==> src/rtl/axis_switch_pkg.sv <==
// Shared types and helpers for the AXI-Stream switch arbiter.
package axis_switch_pkg;

  typedef enum logic [0:0] {
    IDLE = 1'b0,
    BUSY = 1'b1
  } arb_state_t;

  // Width of an index into n ports, never less than one bit.
  function automatic int idx_w(input int n);
    return (n > 1) ? $clog2(n) : 1;
  endfunction

endpackage

==> src/rtl/axis_switch_arbiter_if.sv <==
// Handshake and select bundle between the slave ports, the arbiter and the shared master.
interface axis_switch_arbiter_if #(
  parameter int NSLAVES = 2
) ();
  import axis_switch_pkg::*;

  logic [NSLAVES-1:0]            s_valid;
  logic [NSLAVES-1:0]            s_last;
  logic [NSLAVES-1:0]            s_ready;
  logic                          m_valid;
  logic                          m_ready;
  logic [idx_w(NSLAVES)-1:0]     sel;
  logic [NSLAVES-1:0]            grant;

  modport master (
    input  s_valid, s_last, m_ready,
    output s_ready, m_valid, sel, grant
  );

  modport slave (
    output s_valid, s_last, m_ready,
    input  s_ready, m_valid, sel, grant
  );
endinterface

==> src/rtl/rr_priority_encoder.sv <==
// Combinational round-robin search: first set request at or after start, wrapping.
module rr_priority_encoder
  import axis_switch_pkg::*;
#(
  parameter int N = 2
) (
  input  logic [N-1:0]          req,
  input  logic [idx_w(N)-1:0]   start,
  output logic [idx_w(N)-1:0]   winner,
  output logic                  found
);

  localparam int IW = idx_w(N);
  localparam logic [IW:0] N_EXT = (IW+1)'(N);

  // Scan candidates in rotated order; the first hit wins.
  always_comb begin
    logic [IW:0]   sum_v;
    logic [IW-1:0] idx_v;
    winner = '0;
    found  = 1'b0;
    for (int i = 0; i < N; i++) begin
      sum_v = {1'b0, start} + (IW+1)'(i);
      if (sum_v >= N_EXT) begin
        sum_v = sum_v - N_EXT;
      end else begin
        sum_v = sum_v;
      end
      idx_v = sum_v[IW-1:0];
      if (!found && req[idx_v]) begin
        found  = 1'b1;
        winner = idx_v;
      end else begin
        found  = found;
      end
    end
  end

endmodule

==> src/rtl/axis_switch_arbiter.sv <==
// Round-robin grant arbiter for an N:1 AXI-Stream switch; releases on TLAST or a beat quota.
module axis_switch_arbiter
  import axis_switch_pkg::*;
#(
  parameter int NSLAVES   = 2,
  parameter int HAS_LAST  = 0,
  parameter int MAX_BURST = 16
) (
  input  logic                  aclk,
  input  logic                  areset,
  axis_switch_arbiter_if.master bus
);

  localparam int                IW         = idx_w(NSLAVES);
  localparam logic [7:0]        QUOTA_LAST = 8'(MAX_BURST - 1);
  localparam logic [NSLAVES-1:0] ONE_HOT0  = NSLAVES'(1);
  localparam logic [IW-1:0]     LAST_IDX   = IW'(NSLAVES - 1);

  arb_state_t          state_r, state_s;
  logic [IW-1:0]       sel_r, sel_s;
  logic [IW-1:0]       last_winner_r, last_winner_s;
  logic [NSLAVES-1:0]  grant_r, grant_s;
  logic [7:0]          cnt_r, cnt_s;
  logic [IW-1:0]       start_s, winner_s;
  logic                found_s, beat_s, release_s;

  // Search begins just after the previous winner so every requester gets a turn.
  always_comb begin
    if (last_winner_r == LAST_IDX) begin
      start_s = '0;
    end else begin
      start_s = last_winner_r + IW'(1);
    end
  end

  rr_priority_encoder #(.N(NSLAVES)) u_rr (
    .req    (bus.s_valid),
    .start  (start_s),
    .winner (winner_s),
    .found  (found_s)
  );

  // Beat and grant-release qualification for the granted slave.
  always_comb begin
    beat_s = (state_r == BUSY) && bus.s_valid[sel_r] && bus.m_ready;
    if (HAS_LAST != 0) begin
      release_s = beat_s && bus.s_last[sel_r];
    end else begin
      release_s = beat_s && (cnt_r == QUOTA_LAST);
    end
  end

  // State and grant registers.
  always_ff @(posedge aclk) begin
    if (areset) begin
      state_r       <= IDLE;
      sel_r         <= '0;
      grant_r       <= '0;
      cnt_r         <= 8'd0;
      last_winner_r <= LAST_IDX;
    end else begin
      state_r       <= state_s;
      sel_r         <= sel_s;
      grant_r       <= grant_s;
      cnt_r         <= cnt_s;
      last_winner_r <= last_winner_s;
    end
  end

  // Next-state logic; a release re-arbitrates in the same cycle to avoid a bubble.
  always_comb begin
    state_s       = state_r;
    sel_s         = sel_r;
    grant_s       = grant_r;
    cnt_s         = cnt_r;
    last_winner_s = last_winner_r;
    case (state_r)
      IDLE: begin
        if (found_s) begin
          state_s       = BUSY;
          sel_s         = winner_s;
          grant_s       = ONE_HOT0 << winner_s;
          last_winner_s = winner_s;
          cnt_s         = 8'd0;
        end else begin
          state_s = IDLE;
        end
      end
      BUSY: begin
        if (release_s) begin
          cnt_s = 8'd0;
          if (found_s) begin
            state_s       = BUSY;
            sel_s         = winner_s;
            grant_s       = ONE_HOT0 << winner_s;
            last_winner_s = winner_s;
          end else begin
            state_s = IDLE;
            grant_s = '0;
          end
        end else if (beat_s) begin
          cnt_s = cnt_r + 8'd1;
        end else begin
          cnt_s = cnt_r;
        end
      end
      default: begin
        state_s = IDLE;
        grant_s = '0;
        cnt_s   = 8'd0;
      end
    endcase
  end

  // Handshake routing: only the granted slave sees the master's ready.
  always_comb begin
    bus.m_valid = 1'b0;
    bus.s_ready = '0;
    if ((state_r == BUSY) && !areset) begin
      bus.m_valid        = bus.s_valid[sel_r];
      bus.s_ready[sel_r] = bus.m_ready;
    end else begin
      bus.m_valid = 1'b0;
    end
  end

  assign bus.sel   = sel_r;
  assign bus.grant = grant_r;

endmodule

==> src/flat_wrapper.sv <==
// flat-port wrapper written by rule: the top's interface ports become plain ports
module axis_switch_arbiter_flat import axis_switch_pkg::*;
#(
  parameter int NSLAVES   = 2,
  parameter int HAS_LAST  = 0,
  parameter int MAX_BURST = 16
)
  (aclk, areset, bus_s_valid, bus_s_last, bus_m_ready, bus_s_ready, bus_m_valid, bus_sel, bus_grant);
  axis_switch_arbiter_if #(.NSLAVES(NSLAVES)) bus_i ();
  input  logic aclk;
  input  logic areset;
  input wire logic [$bits(bus_i.s_valid)-1:0] bus_s_valid;
  input wire logic [$bits(bus_i.s_last)-1:0] bus_s_last;
  input wire logic [$bits(bus_i.m_ready)-1:0] bus_m_ready;
  output wire logic [$bits(bus_i.s_ready)-1:0] bus_s_ready;
  output wire logic [$bits(bus_i.m_valid)-1:0] bus_m_valid;
  output wire logic [$bits(bus_i.sel)-1:0] bus_sel;
  output wire logic [$bits(bus_i.grant)-1:0] bus_grant;
  assign bus_i.s_valid = bus_s_valid;
  assign bus_i.s_last = bus_s_last;
  assign bus_i.m_ready = bus_m_ready;
  assign bus_s_ready = bus_i.s_ready;
  assign bus_m_valid = bus_i.m_valid;
  assign bus_sel = bus_i.sel;
  assign bus_grant = bus_i.grant;
  axis_switch_arbiter #(.NSLAVES(NSLAVES), .HAS_LAST(HAS_LAST), .MAX_BURST(MAX_BURST)) u_core (.aclk(aclk), .areset(areset), .bus(bus_i));
endmodule
==> config.mk <==
export PLATFORM = sky130hd
export DESIGN_NAME = axis_switch_arbiter_flat
export DESIGN_NICKNAME = d
export VERILOG_FILES = /design/src/rtl/axis_switch_pkg.sv /design/src/rtl/axis_switch_arbiter_if.sv /design/src/rtl/rr_priority_encoder.sv /design/src/rtl/axis_switch_arbiter.sv /design/src/flat_wrapper.sv
export SDC_FILE = /design/constraint.sdc
export NUM_CORES = 1
export LEC_CHECK = 0
export ABC_AREA = 1
export CAP_MARGIN = 20
export CORE_MARGIN = 8
export CORE_UTILIZATION = 50
export DETAILED_ROUTE_END_ITERATION = 8
export PLACE_DENSITY = 0.88
export SLEW_MARGIN = 40
export SYNTH_ARGS = -nofsm -noshare
export SYNTH_HDL_FRONTEND = slang
export SYNTH_SLANG_ARGS = --single-unit
==> constraint.sdc <==
create_clock -name aclk -period 2 [get_ports aclk]
set_clock_uncertainty 0.1 [all_clocks]
set_input_delay 0.4 -clock aclk [delete_from_list [all_inputs] [get_ports aclk]]
set_output_delay 0.4 -clock aclk [all_outputs]
set_load 0.005 [all_outputs]
==> flow_summary.toml, run 1 <==
[layout]
area_growth_syn_to_layout_pct = 23.6
nNetsFinal = 125
final_cell_mix = "nand2_1 (14), dfxtp_1 (13), nor2_1 (11)"
instances_no_fill = 132
final_common_cell = "nand2_1"
fin_util = 0.635
drive_above_1_share = 0.267
antenna_cells = 0
design_area_sq_um = 923

[worst_hold_path]
min_from = "u_core.bus.grant[0]"
min_to = "u_core.bus.grant[0]"
hold_depth = 2
hold_path.class = "flop to flop"

[synthesis]
ys_seq_elements = 13
netlist_instances = 97
syn_avg_cell_area_sq_um = 7.70
ys_warn_count = 0
synth_edf_count = 0
ys_seq_area_frac = 0.348
ys_types = 20
synth_fp_nets = 105
async_reset_ff_frac = 0
synth_ff_type = "dfxtp_1"
syn-cell-area_sq_um = 747

[timing]
finalSetupViolations = 0
fin_crit_ns = 1.83
setup_ws_ns = 0.170
drv_slew = 0
timing.slew.headroom = 0.840
whs_ns = 0.389
max_clock_freq_mhz = 546
tightest_slew_ns = 0.240
fin_crit_sh = 0.915
hold_violations = 0
rsz0062_at_grt = "no"

[worst_setup_path]
crit_type = "primary input to output pin"
reg2reg_to = "u_core.cnt_r[2]"
critical_path.max_fanout = 2
cp-end-kind = "output pin"
required_ns = 1.50
worstRegToRegCells = 8
cp-start-kind = "primary input"
max_stage_delay_ns = 0.47
regToRegStartpoint = "u_core.cnt_r[0]"
cp.arrival_ns = 1.33
crit_path_frequent_cell = "nand2_2"
regToRegSetupSlack_ns = 0.42
path_cells = "clkdlybuf4s50_1 > inv_1 > nand2_2 > nand2_2 > nor3_1 > clkbuf_2"
crit_slowest_cell = "clkdlybuf4s50_1"

[route]
dr.pass1.iters = 4
vias_per_cell = 5.14
drc = 0
ant_nets = 0
via_count = 679
wire_per_inst_um = 11.5
drt_iter0_markers = 8
totalWireLength_mm = 1.51

[die]
rows = 14
start_util = 0.514
fp.dieH_um = 54.7
ios = 13
dieArea_sq_um = 2990
core_area_sq_um = 1450
dieWidth_um = 54.7

[global_route]
grt_overflow = 0
antenna_found_initial = 0
grt_max_degree = 14
grt_pass1_vias = 746
grt.total_usage = 0.134
grt_pass1_wl_mm = 2.98

[placement]
pre_cts_ws_ns = -0.212
place.gp.congestion = 0.799
hpwlAfterDp_mm = 1.19
placed_cell_area_sq_um = 905
port_buffers = 10
dp_cells = 128

[power]
power.net_switching_uw = 158
swShare = 0.283
p_leak_uw = 0.000415
p_seq_frac = 0.499
p_clk_frac = 0.290
internal_power_uw = 401
ir_drop_v = 0.000492
comb_power_share = 0.212
power_density_nw_per_um2 = 606

[clock_tree]
clk_latency_ns = 0.27
tritoncts = "built"
cts_setup_buffers = 0
path_clk_slew_ns = 0.08
cts.sinks = 13
holdBufCountCts = 0
cts_root_buffer = "clkbuf_4"
clock_tree.buffer_depth = 2
cts_made_buffers = 3
htreeDepth = 1

[outcome]
run_status = "finished, final reports clean"

[job]
maxCapViolations = 0
==> layer usage <==
layer  part of all wire  track usage
met4             0.0046       0.0656
met1               0.44        0.142
met2               0.53        0.230
met5                  0            0
met3              0.028       0.0462
==> critical path, delay by kind of cell <==
| family | cells | cell delay (ns) |
|---|---|---|
| buf+inv | 3 | 0.67 |
| simple gates | 3 | 0.26 |
==> cell type report <==
cell class,instances,area [sq um]
clock buffers,4,26.3
fillers,123,531
inverters,12,45.0
multi-input cells,70,427
flip-flops and latches,13,260
well taps,16,20.0
repair buffers,17,145
==> stage by stage <==
stage | setup TNS (ns) | power (uW)
5_1_grt | 0 | 591
2_1_floorplan | 0 | 363
3_3_place_gp | -0.406 | 401
6_report | 0 | 559
4_1_cts | 0 | 564
3_5_place_dp | -0.430 | 405
==> power groups by stage <==
stage               Combinational, uW  Clock, uW  Sequential, uW
global placement                  116          0             284
detailed placement                120          0             284
global route                      133        179             280
CTS                               120        166             279
floorplan                        79.8          0             284
finish                            118        162             279
==> timing repair <==
action / 4_1_cts / 5_1_grt
resized for setup: 3 / 2
cloned: 0 / 0
endpoints found under the setup margin: 3 / 1
==> kinds of logic (layout without fill, tap and decap cells) <==
group | count (synthesis) | count (layout) | share of synthesized area
AO/OA/AOI/OAI | 11 | 11 | 0.0737
adder cells (fa/ha/maj) | 1 | 1 | 0.0167
AND/OR/NAND/NOR | 57 | 57 | 0.469
XOR/XNOR | 1 | 1 | 0.0117
buffers and inverters | 14 | 33 | 0.0804
flip-flops | 13 | 13 | 0.348
==> synthesized netlist by cell type (2+ instances only) <==
cell type	number	area share
dfxtp_1	13	0.35
nor2_1	11	0.055
nand3_1	9	0.060
nand2_1	14	0.070
nand2_4	5	0.075
nand2_2	4	0.033
a21oi_1	10	0.067
nor3_1	3	0.020
nand3_2	7	0.094
inv_1	10	0.050
inv_2	2	0.010
==> registers in the layout, indices dropped and copies added (netlist names) <==
register and cells:
u_core.cnt_r 8, u_core.bus.sel 1, u_core.state_r 1, u_core.bus.grant 2, u_core.last_winner_r 1
==> worst max-delay path by stage <==
stage                    start              end
6_report        bus_s_valid[1]      bus_m_valid
5_1_grt         bus_s_valid[0]      bus_m_valid
4_1_cts         bus_s_valid[1]      bus_m_valid
3_5_place_dp    bus_s_valid[1]      bus_m_valid
3_3_place_gp    bus_s_valid[1]      bus_m_valid
2_1_floorplan  u_core.cnt_r[0]  u_core.cnt_r[5]
Note: power is estimated with default switching activity, not from simulation.
==> inputs of run 2 (changes only) <==
--- a/config.mk
+++ b/config.mk
@@ -9,8 +9,10 @@
 export CAP_MARGIN = 20
 export CORE_MARGIN = 8
 export CORE_UTILIZATION = 50
+export CTS_CLUSTER_SIZE = 10
 export DETAILED_ROUTE_END_ITERATION = 8
 export PLACE_DENSITY = 0.88
+export SKIP_LAST_GASP = 1
 export SLEW_MARGIN = 40
 export SYNTH_ARGS = -nofsm -noshare
 export SYNTH_HDL_FRONTEND = slang
==> results of run 2 <==
Final layout, timing and power as in run 1 (identical DEF).
